## src/rtl/tnn_seq_pkg.sv

```systemverilog
// Shared types, encodings and width helpers for the ternary popcount sequencer.
package tnn_seq_pkg;

    localparam int unsigned PC_IN_W  = 18;
    localparam int unsigned PC_OUT_W = 5;

    localparam logic [1:0] ACT_ZERO = 2'b00;
    localparam logic [1:0] ACT_POS  = 2'b01;
    localparam logic [1:0] ACT_NEG  = 2'b11;

    typedef enum logic [1:0] {
        ST_IDLE = 2'd0,
        ST_POS  = 2'd1,
        ST_NEG  = 2'd2,
        ST_DONE = 2'd3
    } state_e;

    // Accumulator width: the approximate unit can report up to 2^PC_OUT_W-1 per chunk.
    function automatic int unsigned acc_w(input int unsigned chunks);
        return $clog2(chunks * ((1 << PC_OUT_W) - 1) + 1);
    endfunction

endpackage

```

## src/rtl/tnn_popcount_sequencer_act.sv

```systemverilog
// Combinational ternary activation: +1 above thr, -1 below -thr, 0 inside the band.
module tnn_ternary_act
    import tnn_seq_pkg::*;
#(
    parameter int unsigned DIFF_W = 8,
    parameter int unsigned THR_W  = 8
) (
    input  logic [DIFF_W-1:0] diff_i,
    input  logic [THR_W-1:0]  thr_i,
    output logic [1:0]        act_c
);

    localparam int unsigned MAG_W = ((DIFF_W - 1) > THR_W) ? (DIFF_W - 1) : THR_W;
    localparam int unsigned CMP_W = MAG_W + 2;

    logic signed [CMP_W-1:0] diff_s;
    logic signed [CMP_W-1:0] thr_s;

    // Widen both operands so -thr and the signed diff compare without wrap.
    always_comb begin
        diff_s = CMP_W'($signed(diff_i));
        thr_s  = $signed(CMP_W'(thr_i));
        act_c  = ACT_ZERO;
        if (diff_s > thr_s) begin
            act_c = ACT_POS;
        end else if (diff_s < -thr_s) begin
            act_c = ACT_NEG;
        end
    end

endmodule

```

## src/rtl/tnn_popcount_sequencer.sv

```systemverilog
// Time-multiplexes one external 18-input popcount unit over the pos/neg vectors of a neuron.
module tnn_popcount_sequencer
    import tnn_seq_pkg::*;
#(
    parameter int unsigned CHUNKS = 4,
    parameter int unsigned THR_W  = 8,
    localparam int unsigned ACC_W = acc_w(CHUNKS)
) (
    input  logic                   clk,
    input  logic                   rst_n,
    input  logic                   in_valid,
    output logic                   in_ready,
    input  logic [CHUNKS*18-1:0]   pos_vec,
    input  logic [CHUNKS*18-1:0]   neg_vec,
    input  logic [THR_W-1:0]       thr,
    output logic [17:0]            pc_operand,
    input  logic [4:0]             pc_count,
    output logic                   out_valid,
    input  logic                   out_ready,
    output logic [ACC_W:0]         out_diff,
    output logic [1:0]             out_act
);

    localparam int unsigned VEC_W  = CHUNKS * PC_IN_W;
    localparam int unsigned DIFF_W = ACC_W + 1;
    localparam int unsigned IDX_W  = (CHUNKS > 1) ? $clog2(CHUNKS) : 1;
    localparam logic [IDX_W-1:0] IDX_LAST = IDX_W'(CHUNKS - 1);

    state_e              state_q, state_d;
    logic [VEC_W-1:0]    pos_q, pos_d;
    logic [VEC_W-1:0]    neg_q, neg_d;
    logic [THR_W-1:0]    thr_q, thr_d;
    logic [ACC_W-1:0]    acc_pos_q, acc_pos_d;
    logic [ACC_W-1:0]    acc_neg_q, acc_neg_d;
    logic [IDX_W-1:0]    idx_q, idx_d;
    logic [DIFF_W-1:0]   diff_q, diff_d;
    logic [1:0]          act_q, act_d;

    logic                last_chunk_c;
    logic [ACC_W-1:0]    pc_ext_c;
    logic [ACC_W-1:0]    acc_neg_sum_c;
    logic [DIFF_W-1:0]   diff_c;
    logic [1:0]          act_c;

    // Final result folds in the last neg chunk's count in the same cycle.
    assign last_chunk_c  = (idx_q == IDX_LAST);
    assign pc_ext_c      = ACC_W'(pc_count);
    assign acc_neg_sum_c = acc_neg_q + pc_ext_c;
    assign diff_c        = DIFF_W'(acc_pos_q) - DIFF_W'(acc_neg_sum_c);

    tnn_ternary_act #(
        .DIFF_W (DIFF_W),
        .THR_W  (THR_W)
    ) u_act (
        .diff_i (diff_c),
        .thr_i  (thr_q),
        .act_c  (act_c)
    );

    // State and datapath registers with synchronous active-low reset.
    always_ff @(posedge clk) begin
        if (!rst_n) begin
            state_q   <= ST_IDLE;
            pos_q     <= '0;
            neg_q     <= '0;
            thr_q     <= '0;
            acc_pos_q <= '0;
            acc_neg_q <= '0;
            idx_q     <= '0;
            diff_q    <= '0;
            act_q     <= ACT_ZERO;
        end else begin
            state_q   <= state_d;
            pos_q     <= pos_d;
            neg_q     <= neg_d;
            thr_q     <= thr_d;
            acc_pos_q <= acc_pos_d;
            acc_neg_q <= acc_neg_d;
            idx_q     <= idx_d;
            diff_q    <= diff_d;
            act_q     <= act_d;
        end
    end

    // Next-state: IDLE -> POS (CHUNKS cycles) -> NEG (CHUNKS cycles) -> DONE -> IDLE.
    always_comb begin
        state_d = state_q;
        case (state_q)
            ST_IDLE: if (in_valid)     state_d = ST_POS;
            ST_POS:  if (last_chunk_c) state_d = ST_NEG;
            ST_NEG:  if (last_chunk_c) state_d = ST_DONE;
            ST_DONE: if (out_ready)    state_d = ST_IDLE;
            default:                   state_d = ST_IDLE;
        endcase
    end

    // Datapath updates: capture on accept, accumulate per chunk, latch result on last neg chunk.
    always_comb begin
        pos_d     = pos_q;
        neg_d     = neg_q;
        thr_d     = thr_q;
        acc_pos_d = acc_pos_q;
        acc_neg_d = acc_neg_q;
        idx_d     = idx_q;
        diff_d    = diff_q;
        act_d     = act_q;
        case (state_q)
            ST_IDLE: begin
                if (in_valid) begin
                    pos_d     = pos_vec;
                    neg_d     = neg_vec;
                    thr_d     = thr;
                    acc_pos_d = '0;
                    acc_neg_d = '0;
                    idx_d     = '0;
                end
            end
            ST_POS: begin
                acc_pos_d = acc_pos_q + pc_ext_c;
                idx_d     = last_chunk_c ? '0 : idx_q + IDX_W'(1);
            end
            ST_NEG: begin
                acc_neg_d = acc_neg_sum_c;
                idx_d     = last_chunk_c ? '0 : idx_q + IDX_W'(1);
                if (last_chunk_c) begin
                    diff_d = diff_c;
                    act_d  = act_c;
                end
            end
            default: ;
        endcase
    end

    // Outputs decoded from registered state only; pc_operand never depends on pc_count.
    always_comb begin
        in_ready   = (state_q == ST_IDLE);
        out_valid  = (state_q == ST_DONE);
        pc_operand = '0;
        case (state_q)
            ST_POS:  pc_operand = pos_q[int'(idx_q) * PC_IN_W +: PC_IN_W];
            ST_NEG:  pc_operand = neg_q[int'(idx_q) * PC_IN_W +: PC_IN_W];
            default: pc_operand = '0;
        endcase
    end

    assign out_diff = diff_q;
    assign out_act  = act_q;

endmodule

```

## config.mk

```make
export PLATFORM = sky130hd
export DESIGN_NAME = tnn_popcount_sequencer
export DESIGN_NICKNAME = d
export VERILOG_FILES = /design/src/rtl/tnn_seq_pkg.sv /design/src/rtl/tnn_popcount_sequencer_act.sv /design/src/rtl/tnn_popcount_sequencer.sv
export SDC_FILE = /design/constraint.sdc
export NUM_CORES = 1
export LEC_CHECK = 0
export BUFFER_PORTS_ARGS = -buffer_cell sky130_fd_sc_hd__buf_2
export CAP_MARGIN = 20
export CELL_PAD_IN_SITES_DETAIL_PLACEMENT = 1
export CELL_PAD_IN_SITES_GLOBAL_PLACEMENT = 2
export CORE_ASPECT_RATIO = 0.6
export CORE_UTILIZATION = 32
export CTS_CLUSTER_DIAMETER = 30
export CTS_CLUSTER_SIZE = 8
export DETAILED_ROUTE_END_ITERATION = 8
export PLACE_DENSITY_LB_ADDON = 0.1
export SLEW_MARGIN = 40
export SYNTH_ARGS = -nofsm -noshare
export SYNTH_HDL_FRONTEND = slang
export SYNTH_SLANG_ARGS = --single-unit
```

## constraint.sdc

```tcl
create_clock -name clk -period 5.1 [get_ports clk]
set_input_delay 0.51 -clock clk [delete_from_list [all_inputs] [get_ports clk]]
set_output_delay 0.51 -clock clk [all_outputs]
set_load 0.01 [all_outputs]
```

==> results of run 1 <==
synthesized netlist by cell type:
cell type | instances | area share, %
ha_1 | 37 | 5.4
dfxtp_1 | 180 | 42
a31oi_1 | 2 | 0.14
nor3_1 | 11 | 0.64
maj3_2 | 4 | 0.52
nand2b_1 | 3 | 0.22
nand3b_1 | 1 | 0.087
o21bai_1 | 2 | 0.17
o221a_1 | 1 | 0.13
nor3b_1 | 2 | 0.17
xnor2_1 | 8 | 0.81
o21ai_0 | 9 | 0.52
mux4_2 | 36 | 9.4
o2bb2ai_1 | 1 | 0.10
xnor3_1 | 1 | 0.26
fa_1 | 3 | 0.70
and2_1 | 4 | 0.29
inv_2 | 1 | 0.043
mux2i_1 | 19 | 2.2
buf_2 | 4 | 0.23
a21o_2 | 1 | 0.10
a21o_1 | 6 | 0.52
clkbuf_1 | 60 | 2.6
a32oi_1 | 2 | 0.20
buf_4 | 1 | 0.087
nand3b_2 | 1 | 0.13
o31ai_2 | 1 | 0.14
a2111oi_0 | 3 | 0.30
o21ai_1 | 2 | 0.12
a21oi_2 | 3 | 0.30
a21oi_1 | 172 | 10
a211oi_1 | 4 | 0.35
nand2_1 | 328 | 14
o21a_1 | 2 | 0.17
nor2b_1 | 19 | 1.4
inv_1 | 22 | 0.96
xor2_1 | 11 | 1.1
a22oi_1 | 8 | 0.70
o221ai_1 | 1 | 0.10
a211o_1 | 1 | 0.10
a2bb2oi_1 | 1 | 0.10
nor2_1 | 36 | 1.6
nand3_1 | 9 | 0.52
xor2_4 | 1 | 0.32
buf_1 | 5 | 0.22
logic make-up (layout without fill, tap and decap cells):
logic type | Yosys count | count (layout) | synth area share [%]
flops | 180 | 180 | 41.7
xor+xnor | 21 | 21 | 2.51
mux | 55 | 55 | 11.6
simple gates | 414 | 414 | 19.2
buf+inv | 93 | 254 | 4.14
compound gates | 222 | 222 | 14.2
fa+ha+maj | 44 | 44 | 6.57
state kept, by name, indices dropped and copies added, names as in the netlist:
register / cells
out_diff: 8
idx_q: 2
state_q: 2
pos_q: 72
acc_pos_q: 7
neg_q: 72
acc_neg_q: 7
thr_q: 8
out_act: 2
per-stage QoR:
step           hold WS (ns)  cells  power [uW]  cell area (um2)
6_report              0.297   1550        5450            10500
5_1_grt               0.294   1550        5840            10500
4_1_cts               0.273   1550        5540            10500
3_5_place_dp          0.447   1518        4070             9910
3_3_place_gp          0.439   1515        3970             9840
2_1_floorplan         0.433   1029        3340             8640
metal layers:
metal / routed length, um / share of wire, % / GRT usage, % / up-vias
li1: - / - / - / 3772
met1: 15400 / 54 / 31.8 / 3636
met2: 11900 / 41 / 31.0 / 147
met3: 1050 / 3.7 / 3.52 / 19
met4: 293 / 1.0 / 5.67 / 0
met5: 0 / 0 / 0 / -
critical path: stages (launching register included):
cell,delay (ns)
dfxtp_1,0.34
ha_1,0.20
inv_1,0.07
fa_1,0.58
ha_1,0.26
nor2b_1,0.13
nor3_1,0.21
o21bai_1,0.13
maj3_2,0.34
xnor2_1,0.15
xnor2_1,0.21
ha_1,0.25
a2111oi_0,0.42
o2bb2ai_1,0.21
nand2_1,0.13
a31oi_1,0.21
a31oi_1,0.15
a211o_1,0.30
o31ai_2,0.20
cell type report:
type / instances / area (um2)
Inverter: 23 / 98.8
Clock inverter: 14 / 200
Fill cell: 3195 / 15900
Multi-Input combinational cell: 756 / 4700
Timing Repair Buffer: 199 / 1060
Tap cell: 360 / 450
Sequential cell: 180 / 3610
Clock buffer: 18 / 429
power by group through the flow:
stage / sequential [uW] / combinational (uW) / clock, uW
2_1_floorplan: 1770 / 1570 / 0
3_3_place_gp: 1920 / 2050 / 0
3_5_place_dp: 1890 / 2180 / 0
4_1_cts: 1860 / 2190 / 1480
5_1_grt: 1900 / 2410 / 1530
6_report: 1860 / 2160 / 1440
final timing paths:
kind	from	to	slack (ns)	cells after the start
worst max register to register	acc_neg_q[0]	out_act[1]	0.53	18
worst min register to register	pos_q[4]	pos_q[4]	0.45	2
worst min-delay path	neg_vec[69]	neg_q[69]	0.30	3
worst max-delay path	acc_neg_q[0]	out_act[1]	0.53	18
==> results.sh, run 1 <==
export IMPL_fin_tns_setup_ns=0
export IMPL_pre_cts_slack_ns=0.289
export IMPL_setup_slack_ns=0.534
export IMPL_core_mm2=0.0265
export IMPL_clk_pin_slew_worst_paths_ns=0.07
export IMPL_post_route_util_pct=39.8
export IMPL_vias=7574
export IMPL_final_cell_mix="nand2_1, buf_2, dfxtp_1"
export IMPL_crit_fanout=3
export IMPL_slew_violations=0
export IMPL_die_y_um=129
export IMPL_seqPwrFrac_pct=34.0
export IMPL_p_clk_share_pct=26.4
export IMPL_nNetsFinal=1378
export IMPL_die_w_um=214
export IMPL_syn_cell_area_mm2=0.00864
export IMPL_cts_buffer_depth=2
export IMPL_grt_max_degree=139
export IMPL_start_kind="flop"
export IMPL_root_buffer="clkbuf_16"
export IMPL_post_cts_resized=0
export IMPL_swShare_pct=38.5
export IMPL_vias_per_cell=4.89
export IMPL_cts_setup_buffers=0
export IMPL_syn_inst=1029
export IMPL_p_comb_share_pct=39.6
export IMPL_totalWireLength_um=28600
export IMPL_layout_commonest_cell="nand2_1"
export IMPL_grt_antenna_before_repair=2
export IMPL_cp_required_ns=5.46
export IMPL_failed_checks="DRC"
export IMPL_hold_class="primary input to flop"
export IMPL_syn_num_nets=1230
export IMPL_grt_pass1_vias=7556
export IMPL_firstDrtPassIters=6
export IMPL_drt_iter0_drc=480
export IMPL_drc_errors=2
export IMPL_cts_tree="built"
export IMPL_rows=46
export IMPL_cts_htree_levels=4
export IMPL_p_leak_uw=0.00425
export IMPL_ys_seq_elements=180
export IMPL_skew_ns=0.0114
export IMPL_io_buffers=190
export IMPL_p_int_uw=3350
export IMPL_hold_viol=0
export IMPL_worstSetupEndpointType="flop"
export IMPL_design_die_area_mm2=0.0277
export IMPL_synth_avg_cell_area_um2=8.40
export IMPL_ys_types=45
export IMPL_cts_hold_buffers=0
export IMPL_io_pins=191
export IMPL_wl_per_cell_um=18.5
export IMPL_cts_made_buffers=17
export IMPL_cp_arrival_ns=4.92
export IMPL_area_growth_pct=22.0
export IMPL_antenna_cells=0
export IMPL_cts_num_sinks=180
export IMPL_fmax_ghz=0.219
export IMPL_grt_pass1_wl_um=44300
export IMPL_yosysSeqAreaShare_pct=41.7
export IMPL_vdd_drop_max_mv=0.222
export IMPL_dp_final_hpwl_um=20400
export IMPL_relSlewSlack_pct=45.0
export IMPL_ys_warn_count=0
export IMPL_switchingPower_uw=2100
export IMPL_setup_viol=0
export IMPL_place_gp_congestion=0.811
export IMPL_final_antenna_net_count=0
export IMPL_gr_total_overflow=0
export IMPL_rsz0062_at_grt="false"
export IMPL_tightest_slew_ns=0.825
export IMPL_initial_core_util_pct=32.6
export IMPL_timing_final_crit_share_pct=89.5
export IMPL_layout_drive_gt1_share_pct=23.7
export IMPL_clkLatencyLatePin_ns=0.44
export IMPL_status="finished, violations left"
export IMPL_grt_usage_pct=21.2
export IMPL_pwr_density_cell_mw_per_mm2=517
export IMPL_crit_type="flop to flop"
export IMPL_maxCapViolations=0
export IMPL_min_period_ns=4.57
No activity file was read; power rests on OpenSTA's default activity.
==> run 2: changes to the inputs <==
- CORE_UTILIZATION: 32 -> 33
- SETUP_SLACK_MARGIN: not set -> 0.2
- SYNTH_HIERARCHICAL: not set -> 1
==> run 2 against run 1 <==
- the run now ends clean
- critical endpoint unchanged
- setup slack improved by 0.27 ns
- highest routed layer is now met5
- total power decreased by 1.8%
- synthesized area increased by 6.4%
- combinational power rose by 4%
- sequential cell count did not move
- core utilization is 0.92 points higher
- clock-buffer cell count increased by 1
- clock power fell by 10%
- cell count rose by 0.97%
- sequential share of layout area decreased by 1.3 points
==> results.sh, run 2 <==
export IMPL_status="finished, final reports clean"
export IMPL_die_y_um=131
export IMPL_startpoint="acc_neg_q[0]"
export IMPL_cts_htree_levels=4
export IMPL_ys_seq_elements=180
export IMPL_final_antenna_net_count=0
export IMPL_design_die_area_mm2=0.0285
export IMPL_totalWireLength_um=30300
export IMPL_cts_setup_buffers=0
export IMPL_ys_flop_type="dfxtp_1"
export IMPL_worstSetupEndpointType="flop"
export IMPL_r2r_start="acc_neg_q[0]"
export IMPL_crit_type="flop to flop"
export IMPL_layout_drive_gt1_share_pct=22.5
export IMPL_die_w_um=217
export IMPL_hold_slack_ns=0.291
export IMPL_worstHoldStart="neg_vec[23]"
export IMPL_relSlewSlack_pct=51.5
export IMPL_slew_violations=0
export IMPL_setup_viol=0
export IMPL_multi_input_area_mm2=0.00515
export IMPL_cp_required_ns=5.48
export IMPL_clkLatencyLatePin_ns=0.45
export IMPL_swShare_pct=39.9
export IMPL_io_buffers=190
export IMPL_io_pins=191
export IMPL_cts_made_buffers=17
export IMPL_ys_warn_count=6
export IMPL_pwr_density_cell_mw_per_mm2=489
export IMPL_switchingPower_uw=2140
export IMPL_grt_pass1_wl_um=46600
export IMPL_vdd_drop_max_mv=0.314
export IMPL_start_kind="flop"
export IMPL_synth_avg_cell_area_um2=8.85
export IMPL_drt_iter0_drc=391
export IMPL_drc_errors=0
export IMPL_dp_final_hpwl_um=22100
export IMPL_initial_core_util_pct=34.2
export IMPL_layout_commonest_cell="nand2_1"
export IMPL_nNetsFinal=1395
export IMPL_wl_per_cell_um=19.3
export IMPL_place_gp_congestion=0.813
export IMPL_hold_viol=0
export IMPL_grt_max_degree=97
export IMPL_p_leak_uw=0.00450
export IMPL_firstDrtPassIters=5
export IMPL_syn_inst=1038
export IMPL_p_int_uw=3220
export IMPL_synth_area_leaders="dfxtp_1, nand2_1, a21boi_1, mux4_2, ha_1"
export IMPL_hold_class="primary input to flop"
export IMPL_timing_final_crit_share_pct=84.3
export IMPL_ys_types=60
export IMPL_vias_per_cell=4.99
export IMPL_clk_pin_slew_worst_paths_ns=0.07
export IMPL_gr_total_overflow=0
export IMPL_synth_edf_count=0
export IMPL_root_buffer="clkbuf_16"
export IMPL_grt_pass1_vias=7657
export IMPL_regArea_mm2=0.00360
export IMPL_synth_async_reset_ratio_pct=0
export IMPL_area_growth_pct=19.2
export IMPL_cts_tree="built"
export IMPL_rows=46
export IMPL_p_comb_share_pct=41.8
export IMPL_syn_num_nets=1243
export IMPL_seqPwrFrac_pct=34.1
export IMPL_cts_buffer_depth=2
export IMPL_rsz0062_at_grt="false"
export IMPL_grt_antenna_before_repair=3
export IMPL_maxCapViolations=0
export IMPL_final_cell_mix="nand2_1, buf_2, dfxtp_1"
export IMPL_p_clk_share_pct=24.0
export IMPL_synth_commonest_cells="nand2_1, dfxtp_1, a21boi_1, ha_1, buf_2"
export IMPL_cp_arrival_ns=4.68
export IMPL_crit_fanout=6
export IMPL_yosysSeqAreaShare_pct=39.2
export IMPL_core_mm2=0.0269
export IMPL_fillers=3158
export IMPL_total_power_uw=5350
export IMPL_fin_tns_setup_ns=0
export IMPL_tightest_slew_ns=0.727
export IMPL_min_period_ns=4.30
export IMPL_syn_cell_area_mm2=0.00919
export IMPL_yosysTopAreaCell="dfxtp_1"
export IMPL_post_cts_resized=0
export IMPL_synth_most_common_cell="nand2_1"
export IMPL_fmax_ghz=0.233
export IMPL_cts_hold_buffers=0
export IMPL_skew_ns=0.00675
export IMPL_vias=7807
export IMPL_grt_usage_pct=21.7
export IMPL_cts_num_sinks=180
export IMPL_reg_largest_list="neg_q x72, pos_q x72"
export IMPL_synth_top_area_share_pct=39.2
==> run 2: path summary, 6_finish.rpt <==
| kind | end | slack (ns) | cells after the start |
|---|---|---|---|
| max reg2reg | out_act[1] | 0.80 | 19 |
| max | out_act[1] | 0.80 | 19 |
| min reg2reg | pos_q[7] | 0.45 | 2 |
| min | neg_q[23] | 0.29 | 3 |
==> run 2: critical path: stages, from the launching register on <==
cell and delay [ns]:
dfxtp_1 0.33, ha_1 0.20, inv_1 0.07, fa_1 0.41, nor2b_1 0.17, o21ai_0 0.09, nand2_1 0.09, xnor2_1 0.16
ha_1 0.32, o21a_1 0.18, a21boi_0 0.33, nor2_1 0.10, xnor2_1 0.38, ha_1 0.33, a21o_1 0.20, a211oi_1 0.25
a311o_1 0.20, nor3b_1 0.20, nand2_1 0.08, a21boi_1 0.13
==> run 2: area by class of cell <==
type | instances | share of cell area, %
timing repair buffer | 202 | 9.79
clock buffer | 19 | 4.04
multi-input combinational | 760 | 47.1
clock inverter | 13 | 1.04
sequential | 180 | 32.9
antenna | 2 | 0.0457
tap | 360 | 4.11
inverter | 29 | 0.994
==> run 2: kinds of logic (layout without fill, tap and decap cells) <==
| kind of cell | after synthesis | after routing | share of synthesized area (%) |
|---|---|---|---|
| AO/OA/AOI/OAI | 227 | 227 | 17.6 |
| adder cells (fa/ha/maj) | 44 | 44 | 6.24 |
| multiplexers | 56 | 56 | 11.3 |
| flip-flops | 180 | 180 | 39.2 |
| other | 0 | 2 | 0 |
| AND/OR/NAND/NOR | 415 | 415 | 19.0 |
| XOR/XNOR | 18 | 18 | 1.72 |
| buffers and inverters | 98 | 263 | 4.97 |
==> run 2: through the flow <==
stage               util [%]  cell area, um2  cells  setup slack [ns]
finish                  40.7           11000   1565             0.801
global route            40.7           10900   1564             0.471
CTS                     40.6           10900   1562             0.895
detailed placement      38.6           10400   1530             0.616
global placement        38.5           10400   1530             0.681
floorplan                  -            9190   1038              1.14
==> run 2: layer usage <==
metal / up-vias / track usage, % / wire, um
li1: 3849 / - / -
met1: 3800 / 34.3 / 16800
met2: 135 / 29.2 / 12100
met3: 21 / 4.10 / 1030
met4: 2 / 5.48 / 314
met5: - / 0 / 17
==> run 2: power by group through the flow <==
stage	logic, uW	clock network, uW	registers, uW
after CTS	2250	1330	1830
after detailed placement	2240	0	1860
after global routing	2500	1390	1860
after global placement	2210	0	1850
final	2240	1290	1830
after floorplan	1650	0	1770
